===== src/rtl/cmp_pkg.sv =====
// Shared types and constants for the compare arbiter.
package cmp_pkg;

    localparam int unsigned DEFAULT_WIDTH = 32;

    // Bit positions inside the {N,Z,C,V} condition register
    localparam int unsigned N_BIT = 3;
    localparam int unsigned Z_BIT = 2;
    localparam int unsigned C_BIT = 1;
    localparam int unsigned V_BIT = 0;

    typedef enum logic [1:0] {
        ST_IDLE = 2'd0,
        ST_EXEC = 2'd1,
        ST_WB   = 2'd2
    } state_t;

endpackage


===== src/rtl/nzcv_calc.sv =====
// Derives the NZCV condition flags of a subtraction a - b.
module nzcv_calc
    import cmp_pkg::*;
#(
    parameter int unsigned WIDTH = DEFAULT_WIDTH
) (
    input  logic [WIDTH-1:0] i_a,
    input  logic [WIDTH-1:0] i_b,
    input  logic [WIDTH-1:0] i_diff,
    input  logic             i_carry,
    output logic [3:0]       o_flags
);

    // Flags from the subtraction result; carry set means no borrow (a >= b unsigned)
    always_comb begin
        o_flags        = 4'b0000;
        o_flags[N_BIT] = i_diff[WIDTH-1];
        o_flags[Z_BIT] = (i_diff == '0);
        o_flags[C_BIT] = i_carry;
        o_flags[V_BIT] = (i_a[WIDTH-1] != i_b[WIDTH-1]) && (i_diff[WIDTH-1] != i_a[WIDTH-1]);
    end

endmodule


===== src/rtl/cmp_arbiter.sv =====
// Two-requester round-robin compare unit: grant, execute A-B, write back flags.
module cmp_arbiter
    import cmp_pkg::*;
#(
    parameter int unsigned WIDTH = DEFAULT_WIDTH
) (
    input  logic                    Clk,
    input  logic                    Rst_n,
    input  logic                    Req0,
    input  logic                    Req1,
    input  logic signed [WIDTH-1:0] A0,
    input  logic signed [WIDTH-1:0] B0,
    input  logic signed [WIDTH-1:0] A1,
    input  logic signed [WIDTH-1:0] B1,
    input  logic                    S0,
    input  logic                    S1,
    input  logic                    Flag_Wr_En,
    input  logic [3:0]              Flag_Wr_Data,
    output logic                    Gnt0,
    output logic                    Gnt1,
    output logic                    Done0,
    output logic                    Done1,
    output logic [WIDTH-1:0]        Result,
    output logic [3:0]              Flag,
    output logic                    Busy
);

    state_t           r_state;
    logic [WIDTH-1:0] r_a;
    logic [WIDTH-1:0] r_b;
    logic             r_s;
    logic             r_id;
    logic             r_last;

    logic             w_can_grant;
    logic             w_gnt0;
    logic             w_gnt1;
    logic [WIDTH:0]   w_sum;
    logic [WIDTH-1:0] w_diff;
    logic             w_carry;
    logic [3:0]       w_flags;

    // Round-robin pick: on contention the requester not granted last wins
    assign w_can_grant = (r_state == ST_IDLE) || (r_state == ST_WB);
    assign w_gnt0      = w_can_grant & Req0 & (~Req1 | r_last);
    assign w_gnt1      = w_can_grant & Req1 & (~Req0 | ~r_last);

    // Subtract as A + ~B + 1 one bit wider so the top bit is the carry out
    assign w_sum   = {1'b0, r_a} + {1'b0, ~r_b} + {{WIDTH{1'b0}}, 1'b1};
    assign w_diff  = w_sum[WIDTH-1:0];
    assign w_carry = w_sum[WIDTH];

    nzcv_calc #(
        .WIDTH (WIDTH)
    ) u_nzcv (
        .i_a     (r_a),
        .i_b     (r_b),
        .i_diff  (w_diff),
        .i_carry (w_carry),
        .o_flags (w_flags)
    );

    // Control FSM with operand capture, result/flag writeback and pulse outputs
    always_ff @(posedge Clk or negedge Rst_n) begin
        if (!Rst_n) begin
            r_state <= ST_IDLE;
            r_a     <= '0;
            r_b     <= '0;
            r_s     <= 1'b0;
            r_id    <= 1'b0;
            r_last  <= 1'b1;
            Gnt0    <= 1'b0;
            Gnt1    <= 1'b0;
            Done0   <= 1'b0;
            Done1   <= 1'b0;
            Result  <= '0;
            Flag    <= 4'b0000;
            Busy    <= 1'b0;
        end else begin
            Gnt0  <= w_gnt0;
            Gnt1  <= w_gnt1;
            Done0 <= 1'b0;
            Done1 <= 1'b0;

            if (w_gnt0 || w_gnt1) begin
                r_id   <= w_gnt1;
                r_last <= w_gnt1;
                r_a    <= w_gnt1 ? A1 : A0;
                r_b    <= w_gnt1 ? B1 : B0;
                r_s    <= w_gnt1 ? S1 : S0;
            end

            // External load; a same-edge compare update below overrides it
            if (Flag_Wr_En) begin
                Flag <= Flag_Wr_Data;
            end

            case (r_state)
                ST_IDLE: begin
                    if (w_gnt0 || w_gnt1) begin
                        r_state <= ST_EXEC;
                        Busy    <= 1'b1;
                    end else begin
                        Busy    <= 1'b0;
                    end
                end
                ST_EXEC: begin
                    Result  <= w_diff;
                    if (r_s) begin
                        Flag <= w_flags;
                    end
                    r_state <= ST_WB;
                    Busy    <= 1'b1;
                end
                ST_WB: begin
                    Done0 <= ~r_id;
                    Done1 <= r_id;
                    if (w_gnt0 || w_gnt1) begin
                        r_state <= ST_EXEC;
                        Busy    <= 1'b1;
                    end else begin
                        r_state <= ST_IDLE;
                        Busy    <= 1'b0;
                    end
                end
                default: begin
                    r_state <= ST_IDLE;
                    Busy    <= 1'b0;
                end
            endcase
        end
    end

endmodule


===== config.mk =====
export PLATFORM = sky130hd
export DESIGN_NAME = cmp_arbiter
export DESIGN_NICKNAME = d
export VERILOG_FILES = /design/src/rtl/cmp_pkg.sv /design/src/rtl/nzcv_calc.sv /design/src/rtl/cmp_arbiter.sv
export SDC_FILE = /design/constraint.sdc
export NUM_CORES = 1
export LEC_CHECK = 0
export BUFFER_PORTS_ARGS = -buffer_cell sky130_fd_sc_hd__buf_2
export CAP_MARGIN = 0
export CORE_UTILIZATION = 45
export CTS_CLUSTER_SIZE = 28
export DETAILED_ROUTE_END_ITERATION = 12
export PLACE_DENSITY_LB_ADDON = 0.12
export SKIP_LAST_GASP = 1
export SYNTH_ARGS = -nofsm -noshare
export SYNTH_HDL_FRONTEND = slang
export SYNTH_SLANG_ARGS = --single-unit

===== constraint.sdc =====
create_clock -name Clk -period 2.6 [get_ports Clk]
set_input_delay 0.13 -clock Clk [delete_from_list [all_inputs] [get_ports Clk]]
set_output_delay 0.13 -clock Clk [all_outputs]
set_load 0.02 [all_outputs]

Word level (Yosys, flattened, before mapping)

Index checks and enable logic that the tools add are counted.
Widths: inputs -> output; s select.

Bits in registers: 110
Bits of input ports: 139

Add/subtract/negate cells: 2
Equality and inequality tests: 5
Muxes and demuxes: 13
Bitwise logic cells: 11
Reductions and logical operators: 6

Operators with widths:

| kind                  | number |
|---|---|
| $mux 32               | 2 |
| $add 32x32->33        | 1 |
| $add 33x1->33 const B | 1 |
| $logic_not 32->1      | 1 |
| $not 32->32           | 1 |
| $mux 4                | 3 |
| $pmux 2 s3            | 1 |
| $mux 1                | 5 |
| $and 1x1->1           | 4 |
| $not 1->1             | 4 |
| $eq 2x1->1 const B    | 1 |
| $eq 2x2->1 const B    | 1 |
| $logic_not 2->1       | 1 |
| $logic_or 1x1->1      | 2 |
| $mux 2                | 1 |
| $ne 1x1->1            | 2 |
| $ne 2x1->1 const B    | 1 |
| $or 1x1->1            | 2 |
| $pmux 1 s2            | 1 |
| $reduce_or 2->1       | 1 |
| $logic_and 1x1->1     | 1 |

Longest topological paths before layout

Gate-level depths: netlist (run 1).

Word-level depth: 7
Gate-level depth with buffers: 13

Modules after synthesis

Synthesis (run 1) repeated with hierarchy kept, for this count alone.

Cell total of the unflattened synthesis: 742
Area total of the unflattened synthesis: 6,692.7 sq um

By module, submodules not included:

| module      | times used | cells each | area an instance (sq um) |
|---|---|---|---|
| cmp_arbiter | 1          | 725        | 6,582.6 |
| nzcv_calc   | 1          | 17         | 110.1 |

Worst setup path before layout (run 1)

Ideal clock, no wire load.

Path type: reg-to-reg
Start: register r_a[0]
End: register Flag[2]
Library setup time: 104 ps
Arrival: 2,699 ps
Path slack: -203 ps
Stages on the path, launching flop included: 14
Buffers on the path: 0
Clock period less this slack: 2,803 ps
Cell sequence: dfrtp_1 -> inv_1 -> ha_1 -> fa_1 -> nor2b_1 -> o31a_1 -> o22ai_4 -> o21ai_4 -> a31oi_4 -> o311ai_1 -> a21oi_1 -> xor2_1 -> nand4_1 -> o41ai_2

Longest elaborated chain between the ends: 5

RTL lines:

| element                  | line               | source |
|---|---|---|
| start: declaration       | cmp_arbiter.sv:29  | `logic [WIDTH-1:0] r_a;` |
| start signal: assignment | cmp_arbiter.sv:88  | `r_a <= w_gnt1 ? A1 : A0;` |
| $add 32x32->33           | cmp_arbiter.sv:49  | `assign w_sum = {1'b0, r_a} + {1'b0, ~r_b} + {{WIDTH{1'b0}}, 1'b1};` |
| $add 33x1->33            | cmp_arbiter.sv:49  |  |
| $logic_not 32->1         | nzcv_calc.sv:18    | `o_flags[Z_BIT] = (i_diff == '0);` |
| $mux 4                   | cmp_arbiter.sv:109 | `if (r_s) begin` |
| $mux 4                   | cmp_arbiter.sv:98  | `case (r_state)` |
| end signal: assignment   | cmp_arbiter.sv:95  | `Flag <= Flag_Wr_Data;` |
| end signal: assignment   | cmp_arbiter.sv:110 | `Flag <= w_flags;` |
| end: declaration         | cmp_arbiter.sv:24  | `output logic [3:0] Flag,` |

No other way between the ends.
A chain may end at the register's enable or synchronous reset.

Worst setup path after layout (run 1)

Ends and elaborated chain as after synthesis.

==> results of run 1 <==
sequential cells by signal, indices dropped and copies added (netlist names):
| register | flops |
|---|---|
| Result | 32 |
| r_a | 32 |
| r_b | 32 |
| Flag | 4 |
| r_state | 2 |
| Busy | 1 |
| Done0 | 1 |
| Done1 | 1 |
| Gnt0 | 1 |
| Gnt1 | 1 |
| r_id | 1 |
| r_last | 1 |
| r_s | 1 |
worst reg2reg max path, cell delays in order, from the launching register on:
cell      delay (ns)
dfrtp_1         0.35
inv_1           0.05
ha_2            0.18
fa_2            0.35
nor2b_2         0.14
o31a_1          0.28
o22ai_4         0.13
o21ai_4         0.23
a31oi_4         0.15
o311ai_2        0.24
a21oi_1         0.11
xor2_1          0.19
nand4_1         0.12
o41ai_2         0.34
cell type report:
type | count | area, um2
clock inverter | 5 | 58.8
inverter | 48 | 180
timing repair buffer | 278 | 1680
fill | 1201 | 5130
multi-input combinational | 517 | 3770
tap | 180 | 225
clock buffer | 11 | 243
sequential | 110 | 2750
repair_timing:
| item | in CTS | in global routing |
|---|---|---|
| endpoints found under the hold margin | 43 | 0 |
| endpoints found under the setup margin | 13 | 17 |
| resized for setup | 16 | 28 |
| setup buffers | 8 | 4 |
| pin swaps | 13 | 15 |
| cloned | 0 | 0 |
| hold buffers | 2 | 0 |
worst min path at each step:
| stage | from | end | slack [ns] | cells after the start |
|---|---|---|---|---|
| after CTS | B1[12] | r_b[12]$_DFFE_PN0P_ | 0.05 | 3 |
| after global placement | Rst_n | r_b[3]$_DFFE_PN0P_ | 0.15 | 1 |
| after detailed placement | Rst_n | r_a[3]$_DFFE_PN0P_ | 0.15 | 1 |
| final | B1[12] | r_b[12]$_DFFE_PN0P_ | 0.05 | 3 |
| after floorplan | Rst_n | Busy$_DFF_PN0_ | -0.17 | 0 |
| after global routing | A1[29] | r_a[29]$_DFFE_PN0P_ | 0.06 | 3 |
logic make-up (layout without fill, tap and decap cells):
logic type                 count (synthesis)  count (layout)  share of synthesized area (%)
and+or+nand+nor                          199             199                           13.0
AOI/OAI and AO/OA                        187             187                           18.9
DFF                                      110             110                           42.2
buffers and inverters                     83             342                           4.92
muxes                                     72              72                           11.1
adders and majority gates                 33              33                           6.44
xor gates and xnor gates                  26              26                           3.49
synthesized netlist by cell type (2+ instances only):
library cell / n / area, um2
nor4_1: 5 / 31.3
dfrtp_1: 109 / 2730
xnor2_1: 12 / 105
a21oi_2: 3 / 26.3
or2_2: 2 / 12.5
a21oi_4: 2 / 32.5
nand3_1: 8 / 40.0
mux2i_1: 67 / 671
o21ai_1: 6 / 30.0
clkbuf_1: 30 / 113
ha_1: 32 / 400
o31a_1: 2 / 17.5
a211oi_1: 2 / 15.0
nor3_1: 3 / 15.0
o31ai_1: 4 / 30.0
xor2_1: 14 / 123
a21oi_1: 23 / 115
a31oi_1: 2 / 12.5
buf_1: 2 / 7.51
buf_2: 2 / 10.0
nor2_1: 23 / 86.3
nand4_1: 7 / 43.8
o21a_1: 8 / 60.1
nand2b_1: 7 / 43.8
nor3b_1: 3 / 22.5
o21ai_0: 102 / 510
nor2b_1: 2 / 12.5
inv_1: 48 / 180
mux2_2: 5 / 56.3
a21o_1: 6 / 45.0
a31oi_4: 2 / 42.5
nand2_1: 135 / 507
through the flow:
step | instance area (um2) | TNS, ns | worst slack, ns | hold WS [ns] | utilization (%)
3_3_place_gp | 8220 | -1.12 | -0.307 | 0.152 | 58.5
2_1_floorplan | 6550 | -0.138 | -0.138 | -0.166 | -
3_5_place_dp | 8220 | -2.14 | -0.440 | 0.154 | 58.5
4_1_cts | 8680 | -0.962 | -0.346 | 0.0456 | 61.8
5_1_grt | 8910 | -3.36 | -0.585 | 0.0551 | 63.5
6_report | 8910 | -1.11 | -0.341 | 0.0505 | 63.5
power by group:
| group | internal (uW) | leakage [uW] | switching, uW |
|---|---|---|---|
| sequential | 2210 | 0.00134 | 315 |
| clock | 774 | 0.000142 | 641 |
| combinational | 2430 | 0.00317 | 2720 |
metal layers:
layer	share of wire, %	vias to the layer above
li1	-	2964
met2	48	141
met4	1.2	0
met5	0	-
met1	47	2668
met3	4.0	12
==> flow_metrics.env, run 1 <==
export IMPL_status="finished, violations left"
export IMPL_violations="setup timing"
export IMPL_r2r_setup_slack_ns=-0.34
export IMPL_worst_setup_path_end_kind="flop"
export IMPL_met3_usage_pct=3.11
export IMPL_layout_cells_non_filler=1149
export IMPL_setup_viol=9
export IMPL_critPathLaunch="r_a[0]$_DFFE_PN0P_"
export IMPL_htree_num_levels=3
export IMPL_grt_max_degree=70
export IMPL_start_util_pct=46.5
export IMPL_gp_congestion=0.898
export IMPL_slew_headroom_pct=58.0
export IMPL_cts_buffer_depth=2
export IMPL_place_hpwl_um=12200
export IMPL_placementRows=43
export IMPL_drv_slew=0
export IMPL_power_leakage_uw=0.00465
export IMPL_final_antenna_net_count=0
export IMPL_max_stage_delay_ns=0.35
export IMPL_timing_final_crit_share_pct=113
export IMPL_wl_per_cell_um=13.9
export IMPL_grtUsageTotal_pct=21.9
export IMPL_antenna_found_initial=0
export IMPL_dieHeight_um=122
export IMPL_yosysWarnings=0
export IMPL_busiest_layer="met2"
export IMPL_placedCellCount=1119
export IMPL_rr_startpoint="r_a[0]$_DFFE_PN0P_"
export IMPL_crit_buf_inv=1
export IMPL_crit_cells=13
export IMPL_layout_common_cells="buf_2, nand2_1, dfrtp_1"
export IMPL_coreArea_um2=14000
export IMPL_overflow=0
export IMPL_cap_violations=0
export IMPL_drt_iter0_markers=264
export IMPL_grt_pass1_vias=5606
export IMPL_slowest_stage="dfrtp_1"
export IMPL_required_ns=2.86
export IMPL_layout_setup_ws_ns=-0.341
export IMPL_cts_tree="built"
export IMPL_cp_max_fo=4
export IMPL_met1_usage_pct=29.2
export IMPL_routed_via_density=5.03
export IMPL_max_freq_ghz=0.340
export IMPL_critPathCapture="Flag[2]$_DFF_PN0_"
export IMPL_cp_cell_sequence="inv_1, ha_2, fa_2, nor2b_2, o31a_1, o22ai_4, o21ai_4, a31oi_4, o311ai_2, a21oi_1, xor2_1, nand4_1, o41ai_2"
export IMPL_fin_skew_ns=0.00668
export IMPL_clk_pin_slew_ns=0.07
export IMPL_drive_above_1_share_pct=37.3
export IMPL_ff2ff_path_depth=13
export IMPL_r2r_end="Flag[2]$_DFF_PN0_"
export IMPL_portBuffers=179
export IMPL_synth_seq_area_share_pct=42.2
export IMPL_ys_types=64
export IMPL_die_area_um2=15000
export IMPL_pin_count=180
export IMPL_syn_area_um2=6530
export IMPL_cts_root_buf="clkbuf_16"
export IMPL_numCtsBuffers=9
export IMPL_critical_path_arrival_ns=3.20
export IMPL_p_per_area_nw_per_um2=1020
export IMPL_ys_async_sr_fraction_pct=100
export IMPL_synthCells=710
export IMPL_cpLargestDelayFamily="compound AO/OA/AOI/OAI gates"
export IMPL_total_power_uw=9090
export IMPL_crit_type="flop to flop"
export IMPL_finalHoldViolations=0
export IMPL_setup_worst_path_start_class="flop"
export IMPL_grt_use_met2_pct=36.7
export IMPL_final_common_cell="buf_2"
export IMPL_synth_seq_cells=110
export IMPL_min_path_type="primary input to flop"
export IMPL_drt_first_pass_iters=4
export IMPL_fin_crit_ns=2.94
export IMPL_layout_nets=1136
export IMPL_dr_total_vias=5785
export IMPL_drc=0
export IMPL_area_growth_pct=36.5
export IMPL_n_antenna_cell=0
export IMPL_rsz0062_at_grt="yes"
export IMPL_clock_sinks=110
export IMPL_synth_edf_count=0
export IMPL_synth_avg_cell_area_um2=9.20
export IMPL_wl_um=16000
export IMPL_grt_first_pass_wirelength_um=26100
export IMPL_syn_nets=882
export IMPL_die_x_um=122
export IMPL_clock_latency_ns=0.36
export IMPL_ir_worst_vdd_mv=0.476
export IMPL_synth_flop_cell="dfrtp_1"
export IMPL_worst_slew_pin_slew_ns=0.630
No activity file was read; power rests on OpenSTA's default activity.
==> inputs of run 2 (changes only) <==
--- a/config.mk
+++ b/config.mk
@@ -14,4 +14,5 @@
 export SKIP_LAST_GASP = 1
 export SYNTH_ARGS = -nofsm -noshare
 export SYNTH_HDL_FRONTEND = slang
+export SYNTH_HIERARCHICAL = 1
 export SYNTH_SLANG_ARGS = --single-unit
==> run 2 against run 1 <==
The flow still finishes with violations (setup timing); utilization shrank 1.2 points; critical path depth grew 1; clock skew grew 0.0042 ns; non-clock buffer count grew 13; critical path type unchanged; flip-flop and latch count is the same; clock power shrank 4%; setup slack lost 0.025 ns; final area grew 1.5%.
==> flow_metrics.env, run 2 <==
export IMPL_max_freq_ghz=0.337
export IMPL_synth_largest_area_cell="dfrtp_1"
export IMPL_seq_power_share_pct=27.6
export IMPL_fin_skew_ns=0.0109
export IMPL_ys_async_sr_fraction_pct=100
export IMPL_clock_latency_ns=0.36
export IMPL_timing_final_crit_share_pct=114
export IMPL_fin_crit_ns=2.97
export IMPL_synthCells=742
export IMPL_grt_max_degree=70
export IMPL_placedCellCount=1164
export IMPL_drive_above_1_share_pct=36.3
export IMPL_crit_buf_inv=2
export IMPL_max_stage_delay_ns=0.43
export IMPL_synth_seq_area_share_pct=41.1
export IMPL_portBuffers=179
export IMPL_dieHeight_um=124
export IMPL_dr_total_vias=6152
export IMPL_wl_per_cell_um=14.8
export IMPL_place_hpwl_um=13600
export IMPL_slew_headroom_pct=56.5
export IMPL_worst_slew_pin_slew_ns=0.653
export IMPL_layout_cells_non_filler=1192
export IMPL_grtUsageTotal_pct=23.7
export IMPL_synthTopCellsByCount="nand2_1, dfrtp_1, o21ai_0"
export IMPL_grt_first_pass_wirelength_um=28200
export IMPL_setup_worst_path_start_class="flop"
export IMPL_cpLargestDelayFamily="simple AND/OR/NAND/NOR gates"
export IMPL_status="finished, violations left"
export IMPL_yosysMostFrequentCell="nand2_1"
export IMPL_netSwitchingFraction_pct=41.4
export IMPL_drt_iter0_markers=268
export IMPL_synth_avg_cell_area_um2=9.02
export IMPL_min_path_type="primary input to flop"
export IMPL_overflow=0
export IMPL_required_ns=2.89
export IMPL_synth_seq_cells=110
export IMPL_cts_tree="built"
export IMPL_clk_pin_slew_ns=0.08
export IMPL_synth_edf_count=0
export IMPL_pin_count=180
export IMPL_p_int_uw=5390
export IMPL_start_util_pct=46.0
export IMPL_rsz0062_at_grt="yes"
export IMPL_critical_path_arrival_ns=3.26
export IMPL_crit_type="flop to flop"
export IMPL_htree_num_levels=3
export IMPL_reg_largest_list="Result (32), r_a (32), r_b (32)"
export IMPL_final_antenna_net_count=0
export IMPL_final_common_cell="buf_2"
export IMPL_grt_pass1_vias=5687
export IMPL_n_antenna_cell=0
export IMPL_multi_input_comb_area_um2=3850
export IMPL_register_area_um2=2750
export IMPL_cp_max_fo=4
export IMPL_power_leakage_uw=0.00480
export IMPL_cts_root_buf="clkbuf_16"
export IMPL_total_power_uw=9190
export IMPL_synth_flop_cell="dfrtp_1"
export IMPL_cap_violations=0
export IMPL_ys_types=52
export IMPL_finalHoldViolations=0
export IMPL_layout_nets=1175
export IMPL_die_area_um2=15400
export IMPL_placementRows=44
export IMPL_cp_cell_sequence="inv_1, ha_1, or2_1, o21ai_4, a21oi_2, buf_4, o211ai_1, or3b_4, xor2_1, nor4_2, nand4_1, nor2_1, nor2_1, a21oi_1"
export IMPL_p_per_area_nw_per_um2=1020
export IMPL_yosysWarnings=6
export IMPL_worst_setup_path_end_kind="flop"
export IMPL_drt_first_pass_iters=5
export IMPL_gp_congestion=0.863
export IMPL_synth_top_cell_area_share_pct=40.8
export IMPL_syn_area_um2=6690
export IMPL_wl_um=17600
export IMPL_cts_buffer_depth=2
export IMPL_area_growth_pct=35.2
export IMPL_drv_slew=0
export IMPL_numCtsBuffers=9
export IMPL_routed_via_density=5.16
export IMPL_drc=0
export IMPL_violations="setup timing"
export IMPL_comb_power_share_pct=57.7
export IMPL_slowest_stage="or3b_4"
export IMPL_synth_area_top_cells="dfrtp_1, mux2i_1, nand2_1, o21ai_0, ha_1"
export IMPL_syn_nets=914
export IMPL_antenna_found_initial=0
export IMPL_coreArea_um2=14500
export IMPL_p_sw_uw=3800
export IMPL_clock_sinks=110
export IMPL_die_x_um=124
export IMPL_ir_worst_vdd_mv=0.633
export IMPL_path_common_cell="nor2_1"
export IMPL_nFillCells=1281
export IMPL_layout_common_cells="buf_2, nand2_1, dfrtp_1"
export IMPL_clockPowerShare_pct=14.6
export IMPL_layout_setup_ws_ns=-0.366
export IMPL_setup_viol=3
==> run 2: cell types whose count changed after synthesis, sizes merged, moves of 4 or more <==
cell / delta
o21ai: -18
a21oi: +14
a21o: +9
buf: +9
mux2: +9
inv: -5
nand4: +5
nor2: -4
o211ai: +4
==> run 2: logic make-up (layout without fill, tap and decap cells) <==
group,Yosys count,after routing,synth area share (%)
compound gates,190,190,16.8
buf+inv,84,350,4.95
mux,84,84,12.8
fa+ha+maj,33,33,6.28
simple gates,213,213,14.3
xor+xnor,28,28,3.66
flops,110,110,41.1
==> run 2: layout make-up <==
class                           count  area share (%)
Sequential cell                   110            30.4
Clock inverter                      4           0.332
Tap cell                          184            2.54
Clock buffer                       12            2.72
Timing Repair Buffer              291            19.7
Inverter                           43            1.78
Multi-Input combinational cell    548            42.5
==> run 2: repair_timing <==
item                                    4_1_cts  5_1_grt
pin swaps                                     6       10
setup buffers                                 4        6
hold endpoints to repair                     50        0
endpoints found under the setup margin        8       17
resized for setup                            11       33
hold buffers                                  2        0
==> run 2: path summary, 6_finish.rpt <==
path                                    startpoint            endpoint  slack, ns  cells past startpoint
worst max-delay path            r_b[3]$_DFFE_PN0P_   Flag[2]$_DFF_PN0_      -0.37                     14
worst min-delay path                         A0[2]  r_a[2]$_DFFE_PN0P_       0.05                      3
worst max register to register  r_b[3]$_DFFE_PN0P_   Flag[2]$_DFF_PN0_      -0.37                     14
worst min register to register    r_id$_DFFE_PN0P_     Done0$_DFF_PN0_       0.44                      1
max in group asynchronous                    Rst_n  r_last$_DFFE_PN1P_       1.50                      3
min in group asynchronous                    Rst_n      Gnt1$_DFF_PN0_       0.33                      2
==> run 2: worst reg2reg max path, cell delays in order (launching register included) <==
cell	delay, ns
dfrtp_1	0.36
inv_1	0.07
ha_1	0.24
or2_1	0.29
o21ai_4	0.17
a21oi_2	0.10
buf_4	0.15
o211ai_1	0.16
or3b_4	0.43
xor2_1	0.18
nor4_2	0.30
nand4_1	0.15
nor2_1	0.13
nor2_1	0.06
a21oi_1	0.11
==> run 2: stage by stage <==
stage               cell area, um2  util, %  hold slack, ns  setup WS [ns]  TNS (ns)
floorplan                     6740        -          -0.166        0.00436         0
global placement              8490     58.4           0.183         -0.413     -1.19
detailed placement            8490     58.4           0.187         -0.450     -1.32
CTS                           8850     60.9          0.0510         -0.422    -0.744
global route                  9050     62.3          0.0672         -0.550     -1.45
finish                        9050     62.3          0.0533         -0.366    -0.678
==> run 2: routing by layer <==
layer / share of wire, % / GRT usage (%) / vias up
li1: - / - / 3104
met1: 47 / 31.7 / 2897
met2: 48 / 40.1 / 142
met3: 4.0 / 3.53 / 9
met4: 0.89 / 5.51 / 0
met5: 0 / 0 / -
==> run 2: power by group through the flow <==
stage / Sequential (uW) / Combinational, uW / Clock, uW
6_report: 2540 / 5310 / 1350
5_1_grt: 2610 / 5820 / 1440
4_1_cts: 2540 / 5040 / 1380
3_5_place_dp: 2570 / 4940 / 0
3_3_place_gp: 2560 / 4890 / 0
2_1_floorplan: 2830 / 2570 / 0
==> inputs of run 3 (changes only) <==
--- a/config.mk
+++ b/config.mk
@@ -10,8 +10,8 @@
 export CORE_UTILIZATION = 45
 export CTS_CLUSTER_SIZE = 28
 export DETAILED_ROUTE_END_ITERATION = 12
+export GPL_TIMING_DRIVEN = 0
 export PLACE_DENSITY_LB_ADDON = 0.12
-export SKIP_LAST_GASP = 1
 export SYNTH_ARGS = -nofsm -noshare
 export SYNTH_HDL_FRONTEND = slang
 export SYNTH_HIERARCHICAL = 1
==> run 3 against run 2 <==
The run still ends with setup timing left; utilization is 3.2 points lower; clock power is 12% higher; largest power group unchanged; flip-flop and latch count stayed put; critical path depth is 1 higher; via count is 2.1% lower; die area stayed put; combinational power is 15% lower.
==> flow_metrics.env, run 3 (same netlist as run 2, synthesis figures left out) <==
export IMPL_placedCellCount=1105
export IMPL_n_antenna_cell=0
export IMPL_placementRows=44
export IMPL_slew_headroom_pct=42.1
export IMPL_reg_largest_list="Result (32), r_a (32), r_b (32)"
export IMPL_crit_type="flop to flop"
export IMPL_start_util_pct=46.0
export IMPL_setup_worst_path_start_class="flop"
export IMPL_setup_viol=4
export IMPL_p_per_area_nw_per_um2=1000
export IMPL_layout_nets=1124
export IMPL_cts_tree="built"
export IMPL_final_common_cell="buf_2"
export IMPL_pin_count=180
export IMPL_seq_power_share_pct=29.6
export IMPL_coreArea_um2=14500
export IMPL_cap_violations=0
export IMPL_wl_per_cell_um=15.6
export IMPL_numCtsBuffers=9
export IMPL_ir_worst_vdd_mv=0.528
export IMPL_gp_congestion=0.889
export IMPL_status="finished, violations left"
export IMPL_wl_um=17800
export IMPL_grtUsageTotal_pct=24.5
export IMPL_cp_max_fo=3
export IMPL_layout_common_cells="buf_2, nand2_1, dfrtp_1"
export IMPL_placed_cell_area_um2=7890
export IMPL_setup_tns_final_ns=-0.539
export IMPL_drv_slew=0
export IMPL_min_from="B1[14]"
export IMPL_fin_crit_ns=3.01
export IMPL_grt_max_degree=58
export IMPL_comb_power_share_pct=52.8
export IMPL_drt_first_pass_iters=5
export IMPL_clockPowerShare_pct=17.6
export IMPL_worst_slew_pin_slew_ns=0.869
export IMPL_min_path_type="primary input to flop"
export IMPL_rsz0062_at_grt="yes"
export IMPL_htree_num_levels=3
export IMPL_clk_pin_slew_ns=0.07
export IMPL_place_ws_ns=-0.628
export IMPL_final_antenna_net_count=0
export IMPL_finalHoldViolations=0
export IMPL_layout_setup_ws_ns=-0.412
export IMPL_fin_skew_ns=0.00975
export IMPL_die_area_um2=15400
export IMPL_grt_first_pass_wirelength_um=28800
export IMPL_clock_sinks=110
export IMPL_critical_path_arrival_ns=3.29
export IMPL_die_x_um=124
export IMPL_timing_final_crit_share_pct=116
export IMPL_antenna_found_initial=0
export IMPL_drt_iter0_markers=293
export IMPL_cts_buffer_depth=2
export IMPL_grt_pass1_vias=5783
export IMPL_clock_latency_ns=0.36
export IMPL_place_hpwl_um=13600
export IMPL_area_growth_pct=28.3
export IMPL_max_freq_ghz=0.332
export IMPL_cts_root_buf="clkbuf_16"
export IMPL_critPathLaunch="r_b[5]$_DFFE_PN0P_"
export IMPL_power_leakage_uw=0.00443
export IMPL_portBuffers=178
export IMPL_dr_total_vias=6022
export IMPL_violations="setup timing"
export IMPL_drc=0
export IMPL_netSwitchingFraction_pct=42.4
export IMPL_p_int_uw=4950
export IMPL_routed_via_density=5.28
export IMPL_rr_startpoint="r_b[5]$_DFFE_PN0P_"
export IMPL_p_sw_uw=3650
export IMPL_required_ns=2.88
export IMPL_worst_setup_path_end_kind="flop"
export IMPL_drive_above_1_share_pct=30.3
export IMPL_dieHeight_um=124
export IMPL_layout_cells_non_filler=1141
export IMPL_finalInstanceArea_um2=8590
export IMPL_overflow=0
==> run 3: cell types whose count changed in the layout (fill, tap and decap cells not counted), moves of 3 or more <==
cell      previous run  this run
a21oi_1             33        29
a21oi_2              9        13
buf_1                0         5
buf_12               3         0
buf_2              178       183
buf_4              108        23
clkbuf_1             2        27
ha_1                26        20
ha_4                 3         7
xnor2_1             10        14
xnor2_2              4         0
==> run 3: critical path, cell delays in order (launching register included) <==
cell	delay, ns
dfrtp_1	0.40
inv_2	0.07
ha_4	0.20
a21o_1	0.19
a211oi_2	0.22
a21oi_2	0.12
buf_4	0.15
o211ai_1	0.18
or3b_4	0.44
a21boi_2	0.18
xnor2_1	0.11
nor4_2	0.19
nand4_1	0.16
nor2_2	0.14
nor2_1	0.06
a21oi_1	0.11
==> run 3: area by class of cell <==
cell class              count  area [um2]
plain buffers              39         165
clock buffers              11         233
clock inverters             5        82.6
fillers                  1409        5950
inverters                  43         161
multi-input cells         548        3870
flip-flops and latches    110        2750
well taps                 184         230
repair buffers            201        1090
==> run 3: worst paths after layout <==
check                      slack (ns)                   to  depth (start not counted)
min in group asynchronous        0.36       Gnt1$_DFF_PN0_                          2
max in group asynchronous        1.48   r_last$_DFFE_PN1P_                          3
hold / removal                   0.05  r_b[14]$_DFFE_PN0P_                          3
setup / recovery                -0.41    Flag[2]$_DFF_PN0_                         15
hold reg to reg                  0.43      Done0$_DFF_PN0_                          1
setup reg to reg                -0.41    Flag[2]$_DFF_PN0_                         15
==> run 3: metrics by stage <==
| step | hold WS (ns) | power, uW | utilization (%) |
|---|---|---|---|
| floorplan | -0.166 | 5410 | - |
| global placement | 0.355 | 6580 | 54.1 |
| detailed placement | 0.220 | 6630 | 54.3 |
| CTS | 0.0487 | 8440 | 58.0 |
| global route | 0.0665 | 9210 | 59.1 |
| finish | 0.0514 | 8600 | 59.1 |
==> run 3: power groups by stage <==
stage               Combinational (uW)  Clock, uW  Sequential [uW]
finish                            4540       1510             2550
global route                      5010       1590             2610
CTS                               4360       1530             2540
detailed placement                4060          0             2570
global placement                  4020          0             2560
floorplan                         2570          0             2830
==> run 3: metal layers <==
layer / global-route usage [%] / wire length (um) / up-vias
li1: - / - / 3003
met3: 3.62 / 797 / 27
met2: 40.8 / 8300 / 177
met5: 0 / 0 / -
met4: 7.22 / 339 / 0
met1: 33.0 / 8350 / 2815
==> run 3: repair_timing <==
action	CTS	global route
cloned	0	0
endpoints found under the hold margin	54	0
endpoints found under the setup margin	6	13
hold buffers	2	0
pin swaps	23	13
resized for setup	33	23
setup buffers	12	8
